===== config.mk =====
export PLATFORM = sky130hd
export DESIGN_NAME = seg_mux_scheduler
export DESIGN_NICKNAME = d
export VERILOG_FILES = /design/src/rtl/seg_mux_pkg.sv /design/src/rtl/seg_hex_decode.sv /design/src/rtl/seg_mux_scheduler.sv
export SDC_FILE = /design/constraint.sdc
export NUM_CORES = 1
export LEC_CHECK = 0
export ABC_AREA = 1
export BUFFER_PORTS_ARGS = -buffer_cell sky130_fd_sc_hd__buf_4
export CORE_UTILIZATION = 35
export DETAILED_ROUTE_END_ITERATION = 16
export SYNTH_ARGS = -nofsm -noshare
export SYNTH_HDL_FRONTEND = slang
export SYNTH_HIERARCHICAL = 1
export SYNTH_SLANG_ARGS = --single-unit

===== constraint.sdc =====
create_clock -name i_Clk -period 2.2 [get_ports i_Clk]
set_clock_uncertainty 0.15 [all_clocks]
set_input_delay 0 -clock i_Clk [delete_from_list [all_inputs] [get_ports i_Clk]]
set_output_delay 0 -clock i_Clk [all_outputs]
set_load 0.05 [all_outputs]

===== src/rtl/seg_mux_pkg.sv =====
// Shared types and constants for the 7-segment digit scheduler.
// Combinational constants only; no timing or flow control.
package seg_mux_pkg;

  typedef enum logic [1:0] {
    SHOW_HI  = 2'd0,
    BLANK_HI = 2'd1,
    SHOW_LO  = 2'd2,
    BLANK_LO = 2'd3
  } seg_state_t;

  localparam logic [6:0] SEG_OFF = 7'h00;

  // Active-high {G,F,E,D,C,B,A} glyphs for 0-9, A, b, C, d, E, F
  localparam logic [6:0] HEX_SEG [16] = '{
    7'h3F, 7'h06, 7'h5B, 7'h4F, 7'h66, 7'h6D, 7'h7D, 7'h07,
    7'h7F, 7'h6F, 7'h77, 7'h7C, 7'h39, 7'h5E, 7'h79, 7'h71
  };

  function automatic int max_int(input int a, input int b);
    return (a > b) ? a : b;
  endfunction

endpackage


===== src/rtl/seg_hex_decode.sv =====
// Nibble to 7-segment pattern with output polarity applied.
// Purely combinational, zero latency; no flow control.
module seg_hex_decode
  import seg_mux_pkg::*;
#(
  parameter int ACTIVE_LOW = 1
) (
  input  logic [3:0] nibble,
  output logic [6:0] seg
);

  assign seg = (ACTIVE_LOW != 0) ? ~HEX_SEG[nibble] : HEX_SEG[nibble];

endmodule


===== src/rtl/seg_mux_scheduler.sv =====
// Upper/lower hex digit time-mux; outputs registered one cycle behind state. i_Load is never
// refused, and a loaded byte shows from the next frame boundary. SEG_MUX_BLANK_EN adds blank slots.
module seg_mux_scheduler
  import seg_mux_pkg::*;
#(
  parameter int CLKS_PER_DIGIT = 6000,
  parameter int BLANK_CLKS     = 120,
  parameter int ACTIVE_LOW     = 1
) (
  input  logic       i_Clk,
  input  logic       i_Rst,
  input  logic       i_Load,
  input  logic [7:0] i_Byte,
  output logic [6:0] o_Segments,
  output logic       o_Segment_Digit,
  output logic       o_Frame_Done,
  output logic       o_Pending
);

  localparam int CNT_W = $clog2(max_int(CLKS_PER_DIGIT, BLANK_CLKS));
  localparam logic [CNT_W-1:0] SHOW_LAST = CNT_W'(CLKS_PER_DIGIT - 1);
`ifdef SEG_MUX_BLANK_EN
  localparam logic [CNT_W-1:0] BLANK_LAST = CNT_W'(BLANK_CLKS - 1);
`endif
  localparam logic [6:0] SEG_OFF_POL = (ACTIVE_LOW != 0) ? ~SEG_OFF : SEG_OFF;

  seg_state_t       state, nxt_state;
  logic [CNT_W-1:0] cnt, nxt_cnt;
  logic [7:0]       display, shadow;
  logic             pending;
  logic             boundary, nxt_boundary;
  logic [3:0]       nibble;
  logic [6:0]       dec_seg, seg_nxt;
  logic             digit_nxt;

  always_comb begin
    nxt_state = state;
    nxt_cnt   = cnt + CNT_W'(1);
    case (state)
`ifdef SEG_MUX_BLANK_EN
      SHOW_HI:  if (cnt == SHOW_LAST)  begin nxt_state = BLANK_HI; nxt_cnt = '0; end
      BLANK_HI: if (cnt == BLANK_LAST) begin nxt_state = SHOW_LO;  nxt_cnt = '0; end
      SHOW_LO:  if (cnt == SHOW_LAST)  begin nxt_state = BLANK_LO; nxt_cnt = '0; end
      BLANK_LO: if (cnt == BLANK_LAST) begin nxt_state = SHOW_HI;  nxt_cnt = '0; end
`else
      SHOW_HI:  if (cnt == SHOW_LAST)  begin nxt_state = SHOW_LO;  nxt_cnt = '0; end
      SHOW_LO:  if (cnt == SHOW_LAST)  begin nxt_state = SHOW_HI;  nxt_cnt = '0; end
`endif
      default: begin nxt_state = SHOW_HI; nxt_cnt = '0; end
    endcase
  end

  // Frame-done is registered from the next state so it is high during the boundary cycle itself
`ifdef SEG_MUX_BLANK_EN
  assign boundary     = (state == BLANK_LO) && (cnt == BLANK_LAST);
  assign nxt_boundary = (nxt_state == BLANK_LO) && (nxt_cnt == BLANK_LAST);
  assign digit_nxt    = (state == SHOW_LO) || (state == BLANK_HI);
`else
  assign boundary     = (state == SHOW_LO) && (cnt == SHOW_LAST);
  assign nxt_boundary = (nxt_state == SHOW_LO) && (nxt_cnt == SHOW_LAST);
  assign digit_nxt    = (state == SHOW_LO);
`endif

  assign nibble = (state == SHOW_HI) ? display[7:4] : display[3:0];

  seg_hex_decode #(.ACTIVE_LOW(ACTIVE_LOW)) u_dec (
    .nibble (nibble),
    .seg    (dec_seg)
  );

  always_comb begin
    seg_nxt = dec_seg;
`ifdef SEG_MUX_BLANK_EN
    if ((state == BLANK_HI) || (state == BLANK_LO)) seg_nxt = SEG_OFF_POL;
`endif
  end

  always_ff @(posedge i_Clk) begin
    if (i_Rst) begin
      state           <= SHOW_HI;
      cnt             <= '0;
      display         <= 8'h00;
      shadow          <= 8'h00;
      pending         <= 1'b0;
      o_Segments      <= SEG_OFF_POL;
      o_Segment_Digit <= 1'b0;
      o_Frame_Done    <= 1'b0;
    end else begin
      state           <= nxt_state;
      cnt             <= nxt_cnt;
      o_Segments      <= seg_nxt;
      o_Segment_Digit <= digit_nxt;
      o_Frame_Done    <= nxt_boundary;
      if (i_Load) shadow <= i_Byte;
      if (boundary) begin
        pending <= 1'b0;
        if (i_Load)       display <= i_Byte;
        else if (pending) display <= shadow;
      end else if (i_Load) begin
        pending <= 1'b1;
      end
    end
  end

  assign o_Pending = pending;

endmodule


After elaboration in Yosys (flattened, before gate mapping)
Memories as Yosys holds them, arrays and structs flattened.
Cells that the tools add are included.
{"block": "totals", "memories": 1, "register_bits": 41, "in_bits": 11, "mem_bits_ro": 112, "word_cells": 34, "output_inout_bits": 10}
{"name": "(name not given)", "words": 16, "word_bits": 7, "read_ports": 1, "rd_clocked_by_memory_dff": 0, "write_ports": 0, "line": "seg_hex_decode.sv:12", "source": "assign seg = (ACTIVE_LOW != 0) ? ~HEX_SEG[nibble] : HEX_SEG[nibble];"}
{"block": "op_classes", "bitwise_logic": 2, "n_eq_ne": 4, "muxes": 10, "n_addsub": 1, "n_reduce_logical": 7, "order_cmp": 1}
{"operator": "$eq A13 B13 Y1 const B", "count": 2}
{"operator": "$mux W13", "count": 2}
{"operator": "$mux W8", "count": 2}
{"operator": "$mux W7", "count": 2}
{"operator": "$add A13 B1 Y13 const B", "count": 1}
{"operator": "$not A7 Y7", "count": 1}
{"operator": "$ge A5 B5 Y1 const B", "count": 1}
{"operator": "$not A4 Y5", "count": 1}
{"operator": "$eq A2 B2 Y1 const B", "count": 2}
{"operator": "$mux W2", "count": 2}
{"operator": "$mux W4", "count": 1}
{"operator": "$pmux W2 S2", "count": 1}
{"operator": "$reduce_or A2 Y1", "count": 2}
{"operator": "$logic_and A1 B1 Y1", "count": 2}
{"operator": "$logic_not A2 Y1", "count": 1}
{"operator": "$reduce_and A2 Y1", "count": 1}
{"operator": "$reduce_bool A2 Y1", "count": 1}

Depth between registers and ports, before layout
Gate-level depths: netlist of the first run.
{"block": "depth", "depth_word": 7, "ltp_mapped": 11, "mapped_depth_nobuf": 11}

By module
The synthesis of the first run kept the hierarchy.
{"mod": "seg_mux_scheduler", "seq_area_each_um2": 820.8, "area_each_um2": 1816.7, "cells_each": 232, "n_inst": 1}
{"mod": "seg_hex_decode", "seq_area_each_um2": 0.0, "area_each_um2": 261.5, "cells_each": 48, "n_inst": 1}

Worst setup path after synthesis of the first run
Ideal clock, no wire load.
{"block": "synth_timing", "path_kind": "register to register", "start": "reg state[1]", "end": "reg o_Segments[3]", "required_ns": 1.927, "t_arrival_ns": 1.751, "period_less_slack_ns": 2.025, "path_buffers": 0, "stages_incl_launch_ff": 12, "setup_ns": 0.123, "path_slack_ns": 0.175, "cell_sequence": "dfxtp_1 -> nor2_1 -> nand2_1 -> o21ai_0 -> inv_1 -> ha_1 -> inv_1 -> nand2_1 -> nand2_1 -> nand2_1 -> nand2_1 -> or2_2"}
{"block": "synth_via", "elab_chain_cells": 7}
{"item": "start, declared", "line": "seg_mux_scheduler.sv:27", "source": "seg_state_t state, nxt_state;"}
{"item": "start signal, assigned", "line": "seg_mux_scheduler.sv:89", "source": "state <= nxt_state;"}
{"item": "$logic_not A2 Y1", "line": "seg_mux_scheduler.sv:64", "source": "assign nibble = (state == SHOW_HI) ? display[7:4] : display[3:0];"}
{"item": "$mux W4", "line": "seg_mux_scheduler.sv:64"}
{"item": "via nibble[1]", "line": "seg_mux_scheduler.sv:32", "source": "logic [3:0] nibble;"}
{"item": "$not A4 Y5"}
{"item": "$mem_v2 Z16 W7"}
{"item": "$mux W7 (not written as such) (2 in a row)", "line": "seg_hex_decode.sv:12"}
{"item": "$not A7 Y7", "line": "seg_hex_decode.sv:12"}
{"item": "via dec_seg[3]", "line": "seg_mux_scheduler.sv:33", "source": "logic [6:0] dec_seg, seg_nxt;"}
{"item": "end signal, assigned", "line": "seg_mux_scheduler.sv:91", "source": "o_Segments <= seg_nxt;"}
{"item": "end, declared", "line": "seg_mux_scheduler.sv:14", "source": "output logic [6:0] o_Segments,"}
The timed path passes the listed nets, and every way through them passes these cells. The select of a mux whose other input is x is not followed.
A chain may end at the register's enable or synchronous reset.

==> results.sh, run 1 <==
export IMPL_clk_path_buf_depth=2
export IMPL_drtPass1Iterations=4
export IMPL_grt_pass1_wl_mm=7.693
export IMPL_yosysTopAreaCell="dfxtp_1"
export IMPL_synthMuxAreaShare_pct=3.853
export IMPL_ctsRootBufferMaster="clkbuf_8"
export IMPL_clk_latency_ns=0.30
export IMPL_ys_seq_area_share_pct=39.49
export IMPL_ys_top_cells_by_count="nand2_1 (60), dfxtp_1 (41), nor2_1 (36)"
export IMPL_r2r_end="o_Segments[3]"
export IMPL_area_delta_synth_final_pct=29.74
export IMPL_holdWs_ns=0.2955
export IMPL_end_kind="flop"
export IMPL_tightest_slew_ns=0.6855
export IMPL_slew_viol_final=0
export IMPL_start_util_pct=37.06
export IMPL_r2r_start="state[1]"
export IMPL_min_from="display[5]"
export IMPL_syn_nets=298
export IMPL_dpl_hpwl_mm=3.152
export IMPL_rsz0062_at_grt="yes"
export IMPL_async_reset_ff_share_pct=0
export IMPL_core_area_um2=5608
export IMPL_antenna_cells=0
export IMPL_yosysTopAreaCellShare_pct=39.49
export IMPL_postSynthAreaPerCell_um2=7.422
export IMPL_hold_depth=2
export IMPL_gr_total_overflow=0
export IMPL_fp_dieH_um=79.06
export IMPL_post_route_drc_count=0
export IMPL_slowest_stage="dlygate4sd3_1"
export IMPL_routed_wl_mm=4.355
export IMPL_grt_max_degree=23
export IMPL_synthSimpleGateAreaFrac_pct=37.81
export IMPL_final_cells=406
export IMPL_fill_cells=580
export IMPL_netlist_area_um2=2078
export IMPL_start_kind="input pin"
export IMPL_synth_compound_area_share_pct=5.418
export IMPL_crit_top_cell="dlygate4sd3_1"
export IMPL_power_w=0.001534
export IMPL_htreeDepth=2
export IMPL_max_slew_margin_pct=53.82
export IMPL_ir_worst_vdd_mv=0.3981
export IMPL_dieArea_um2=6250
export IMPL_powerDensity_nw_per_um2=568.9
export IMPL_ys_warn_count=6
export IMPL_synth_seq_cells=41
export IMPL_cp_max_fo=9
export IMPL_crit_path_max_incr_delay_ns=0.59
export IMPL_place_gp_congestion=0.8018
export IMPL_grt_pass1_vias=1779
export IMPL_required_ns=2.24
export IMPL_multi_input_comb_area_um2=1085
export IMPL_synthAdderAreaFrac_pct=4.214
export IMPL_nets=351
export IMPL_viasPerCell=4.606
export IMPL_path_clk_slew_ns=0.09
export IMPL_synth_xor_area_share_pct=0.4214
export IMPL_finalHoldViolations=0
export IMPL_synth_most_common_cell="nand2_1"
export IMPL_path_cells="dlygate4sd3_1 > buf_4 > mux2i_1 > dlygate4sd3_1 > nor2_1 > dlygate4sd3_1"
export IMPL_synth_enable_flop_cells=0
export IMPL_drive_above_1_share_pct=21.56
export IMPL_finalSetupTns_ns=0
export IMPL_hold_end="display[5]"
export IMPL_post_route_util_pct=48.08
export IMPL_cts_setup_buffers=0
export IMPL_leakagePower_nw=1.139
export IMPL_fin_crit_ns=2.131
export IMPL_grt_use_total_pct=15.72
export IMPL_fin_crit_sh_pct=96.89
export IMPL_numCtsBuffers=5
export IMPL_fmaxAchievable_mhz=469.2
export IMPL_synthCells=280
export IMPL_num_io_pins=21
export IMPL_ff2ff_setup_slack_ns=0.23
export IMPL_rr_worst_depth=11
export IMPL_synth_top_family_by_area="simple AND/OR/NAND/NOR gates"
export IMPL_cts_num_sinks=41
export IMPL_regArea_um2=820.8
export IMPL_io_buffer_count=20
export IMPL_drt_iter0_drc=82
export IMPL_synthFlopType="dfxtp_1"
export IMPL_status="completed"
export IMPL_synth_area_leaders="dfxtp_1 (39%), nand2_1 (11%), nor2_1 (6.5%)"
export IMPL_ant_nets=0
export IMPL_grt_antenna_before_repair=0
export IMPL_min_path_type="flop to flop"
export IMPL_rows=27
export IMPL_wl_per_cell_um=10.73
export IMPL_worstPathArrival_ns=2.17
export IMPL_final_setup_viol_count=0
export IMPL_place_inst=372
export IMPL_cts_tree="done"
export IMPL_crit_type="input pin to flop"
export IMPL_die_w_um=79.06
export IMPL_vias=1870
export IMPL_synth_distinct_cells=29
export IMPL_maxCapViolations=0
## timing repair
item,CTS,global route
endpoints found under the hold margin,28,0
setup endpoints to repair,0,4
gates resized for setup,0,2
hold buffers,26,0
## layout make-up
type	count	share of cell area (%)
clock buffer	6	2.691
timing repair buffer	50	16.33
inverter	37	5.522
tap	72	3.341
sequential	41	30.44
multi-input combinational	198	40.23
clock inverter	2	1.439
## cells by family after synthesis
family / after synthesis
simple gates: 162
flops: 41
compound gates: 19
buf+inv: 41
other cells: 1
mux: 8
fa+ha+maj: 7
xor+xnor: 1
## critical path: cells and delay by family
family                 cells  cell delay (ns)
muxes                      1             0.25
and+or+nand+nor            1             0.04
buffers and inverters      4             1.87
## routing by layer
| layer | GRT usage, % | wire length, um | part of all wire (%) |
|---|---|---|---|
| met4 | 5.455 | 52 | 1.2 |
| met2 | 26.29 | 1950 | 45 |
| met3 | 3.448 | 160 | 3.7 |
| met1 | 19.80 | 2192 | 50 |
| met5 | 0 | 0 | 0 |
## sequential cells by signal (all words and copies together) (netlist names)
signal           count
shadow               8
state                2
o_Frame_Done         1
o_Segments           7
o_Segment_Digit      1
display              8
o_Pending            1
cnt                 13
## report_power, final
group          leakage [nW]  internal, W  switching, W
logic                 0.748    0.0000762     0.0000767
registers             0.335     0.000760    0.00000766
clock network        0.0554     0.000341      0.000272
total                  1.14      0.00118      0.000357
## placed cells by master (no fill, tap or decap), drive strengths merged, types with 5 or more instances in the layout
cell type,n
dlygate4sd3,26
buf,24
clkinv,5
dfxtp,41
inv,33
ha,7
clkbuf,6
nor3,5
or2,8
a21oi,12
nor2,46
o21ai,6
nand3,25
nand2,66
nand4,10
mux2i,8
## stage by stage
stage	cell area, um^2	setup WS, ns
global route	2696	-0.01179
CTS	2690	0.1088
finish	2696	0.06853
floorplan	2078	0.1752
detailed placement	2318	0.1453
global placement	2318	0.1901
## how the worst max path moves through the flow
stage / to / startpoint / cells past startpoint
floorplan: o_Segments[3] / state[1] / 11
global placement: o_Segments[3] / state[1] / 11
detailed placement: o_Segments[3] / state[1] / 11
CTS: shadow[3] / i_Load / 6
global route: shadow[4] / i_Load / 6
finish: shadow[6] / i_Load / 6
(Power assumes the default switching activity.)
==> run 2, diff against run 1 <==
- CTS_BUF_LIST: default -> sky130_fd_sc_hd__clkbuf_8
- PLACE_DENSITY: default -> 0.57
- REMOVE_ABC_BUFFERS: default -> 1
==> results.sh, run 2 (synthesis results as in run 1) <==
export IMPL_cp_buffers_inverters=4
export IMPL_routed_wl_mm=4.462
export IMPL_reg_top3="cnt (13), display (8), shadow (8)"
export IMPL_grt_max_degree=23
export IMPL_drt_iter0_drc=69
export IMPL_start_util_pct=37.06
export IMPL_min_path_type="flop to flop"
export IMPL_maxCapViolations=0
export IMPL_ir_worst_vdd_mv=0.2495
export IMPL_crit_top_cell="dlygate4sd3_1"
export IMPL_crit_family="buffers and inverters"
export IMPL_required_ns=2.22
export IMPL_numCtsBuffers=5
export IMPL_io_buffer_count=20
export IMPL_dpl_cell_area_um2=2318
export IMPL_path_cells="dlygate4sd3_1 > buf_6 > mux2i_1 > dlygate4sd3_1 > nor2_1 > dlygate4sd3_1"
export IMPL_htreeDepth=2
export IMPL_pwr_share_clk_pct=35.2
export IMPL_cts_num_sinks=41
export IMPL_grt_use_total_pct=15.96
export IMPL_post_route_drc_count=0
export IMPL_place_gp_congestion=0.8327
export IMPL_rows=27
export IMPL_finalSetupTns_ns=0
export IMPL_grt_pass1_wl_mm=7.721
export IMPL_layout_common_cells="nand2_1 (60), dfxtp_1 (41), nor2_1 (35), inv_1 (29), dlygate4sd3_1 (26)"
export IMPL_fin_area_um2=2680
export IMPL_max_slew_margin_pct=57.28
export IMPL_largest_reg_flops=13
export IMPL_finalHoldViolations=0
export IMPL_vias=1813
export IMPL_grt_antenna_before_repair=0
export IMPL_fin_crit_ns=2.166
export IMPL_path_clk_slew_ns=0.07
export IMPL_grt_pass1_vias=1718
export IMPL_slowest_stage="dlygate4sd3_1"
export IMPL_final_setup_viol_count=0
export IMPL_crit_path_max_incr_delay_ns=0.60
export IMPL_area_delta_synth_final_pct=28.96
export IMPL_ctsRootBufferMaster="clkbuf_8"
export IMPL_top_register="cnt"
export IMPL_nets=351
export IMPL_fp_dieH_um=79.06
export IMPL_clk_latency_ns=0.29
export IMPL_worstPathArrival_ns=2.19
export IMPL_drtPass1Iterations=4
export IMPL_start_kind="input pin"
export IMPL_status="completed"
export IMPL_p_switching_w=0.0003428
export IMPL_wl_per_cell_um=11.02
export IMPL_fmaxAchievable_mhz=461.8
export IMPL_core_area_um2=5608
export IMPL_die_w_um=79.06
export IMPL_final_common_cell="nand2_1"
export IMPL_gr_total_overflow=0
export IMPL_clk_path_buf_depth=2
export IMPL_leakagePower_nw=1.134
export IMPL_switching_share_pct=24.06
export IMPL_dpl_hpwl_mm=3.006
export IMPL_ant_nets=0
export IMPL_p_comb_share_pct=10.9
export IMPL_powerDensity_nw_per_um2=531.6
export IMPL_power_frac_seq_pct=53.9
export IMPL_power_internal_w=0.001082
export IMPL_crit_type="input pin to flop"
export IMPL_cp_max_fo=9
export IMPL_num_io_pins=21
export IMPL_slew_viol_final=0
export IMPL_cts_setup_buffers=0
export IMPL_dieArea_um2=6250
export IMPL_antenna_cells=0
export IMPL_end_kind="flop"
export IMPL_cts_tree="done"
export IMPL_tightest_slew_ns=0.6342
export IMPL_drive_above_1_share_pct=21.32
export IMPL_viasPerCell=4.477
export IMPL_fin_crit_sh_pct=98.44
[run 2: tightest hold or removal path, delay by kind of cell, from the launching register on]
| kind | cells | cell delay [ns] |
|---|---|---|
| compound gates | 1 | 0.05 |
| flops | 1 | 0.31 |
| buf+inv | 1 | 0.05 |
[run 2: what timing repair did]
item                                    CTS  global route
resized for setup                         0             4
endpoints found under the setup margin    0             9
hold buffers                             26             0
endpoints found under the hold margin    25             0
[run 2: worst paths after layout]
path	startpoint	end	slack, ns	depth (start not counted)
max	i_Load	shadow[4]	0.03	6
min	display[6]	display[6]	0.29	2
max reg2reg	shadow[4]	shadow[4]	0.24	4
min reg2reg	display[6]	display[6]	0.29	2
[run 2: routing by layer]
layer / global-route usage (%) / wire length [um]
met1: 19.36 / 2119
met2: 27.41 / 2117
met3: 3.448 / 151
met4: 6.000 / 73
met5: 0 / 0
[run 2: per-stage QoR]
| stage | power, W | hold WS, ns | util, % | worst slack [ns] | std cells |
|---|---|---|---|---|---|
| floorplan | 0.0008498 | -0.07762 | - | 0.1432 | 276 |
| global placement | 0.0008939 | 0.1245 | 41.34 | 0.1988 | 372 |
| detailed placement | 0.0008938 | 0.1266 | 41.34 | 0.1300 | 372 |
| CTS | 0.001438 | 0.2952 | 47.52 | 0.08184 | 405 |
| global route | 0.001488 | 0.3161 | 47.79 | -0.003397 | 405 |
| finish | 0.001425 | 0.2944 | 47.79 | 0.03437 | 405 |
[run 2: cell type report]
| type | count | area, um^2 |
|---|---|---|
| multi-input cells | 198 | 1090 |
| flip-flops and latches | 41 | 820.8 |
| well taps | 72 | 90.09 |
| inverters | 37 | 148.9 |
| clock inverters | 1 | 3.754 |
| repair buffers | 50 | 444.2 |
| fillers | 572 | 2928 |
| clock buffers | 6 | 82.58 |
[run 2: power by group through the flow]
stage	combinational (W)	clock (W)	sequential, W
after floorplan	0.0000408	0	0.000809
after global placement	0.000110	0	0.000784
after detailed placement	0.000109	0	0.000784
after CTS	0.000151	0.000520	0.000767
after global routing	0.000167	0.000551	0.000770
final	0.000156	0.000501	0.000768
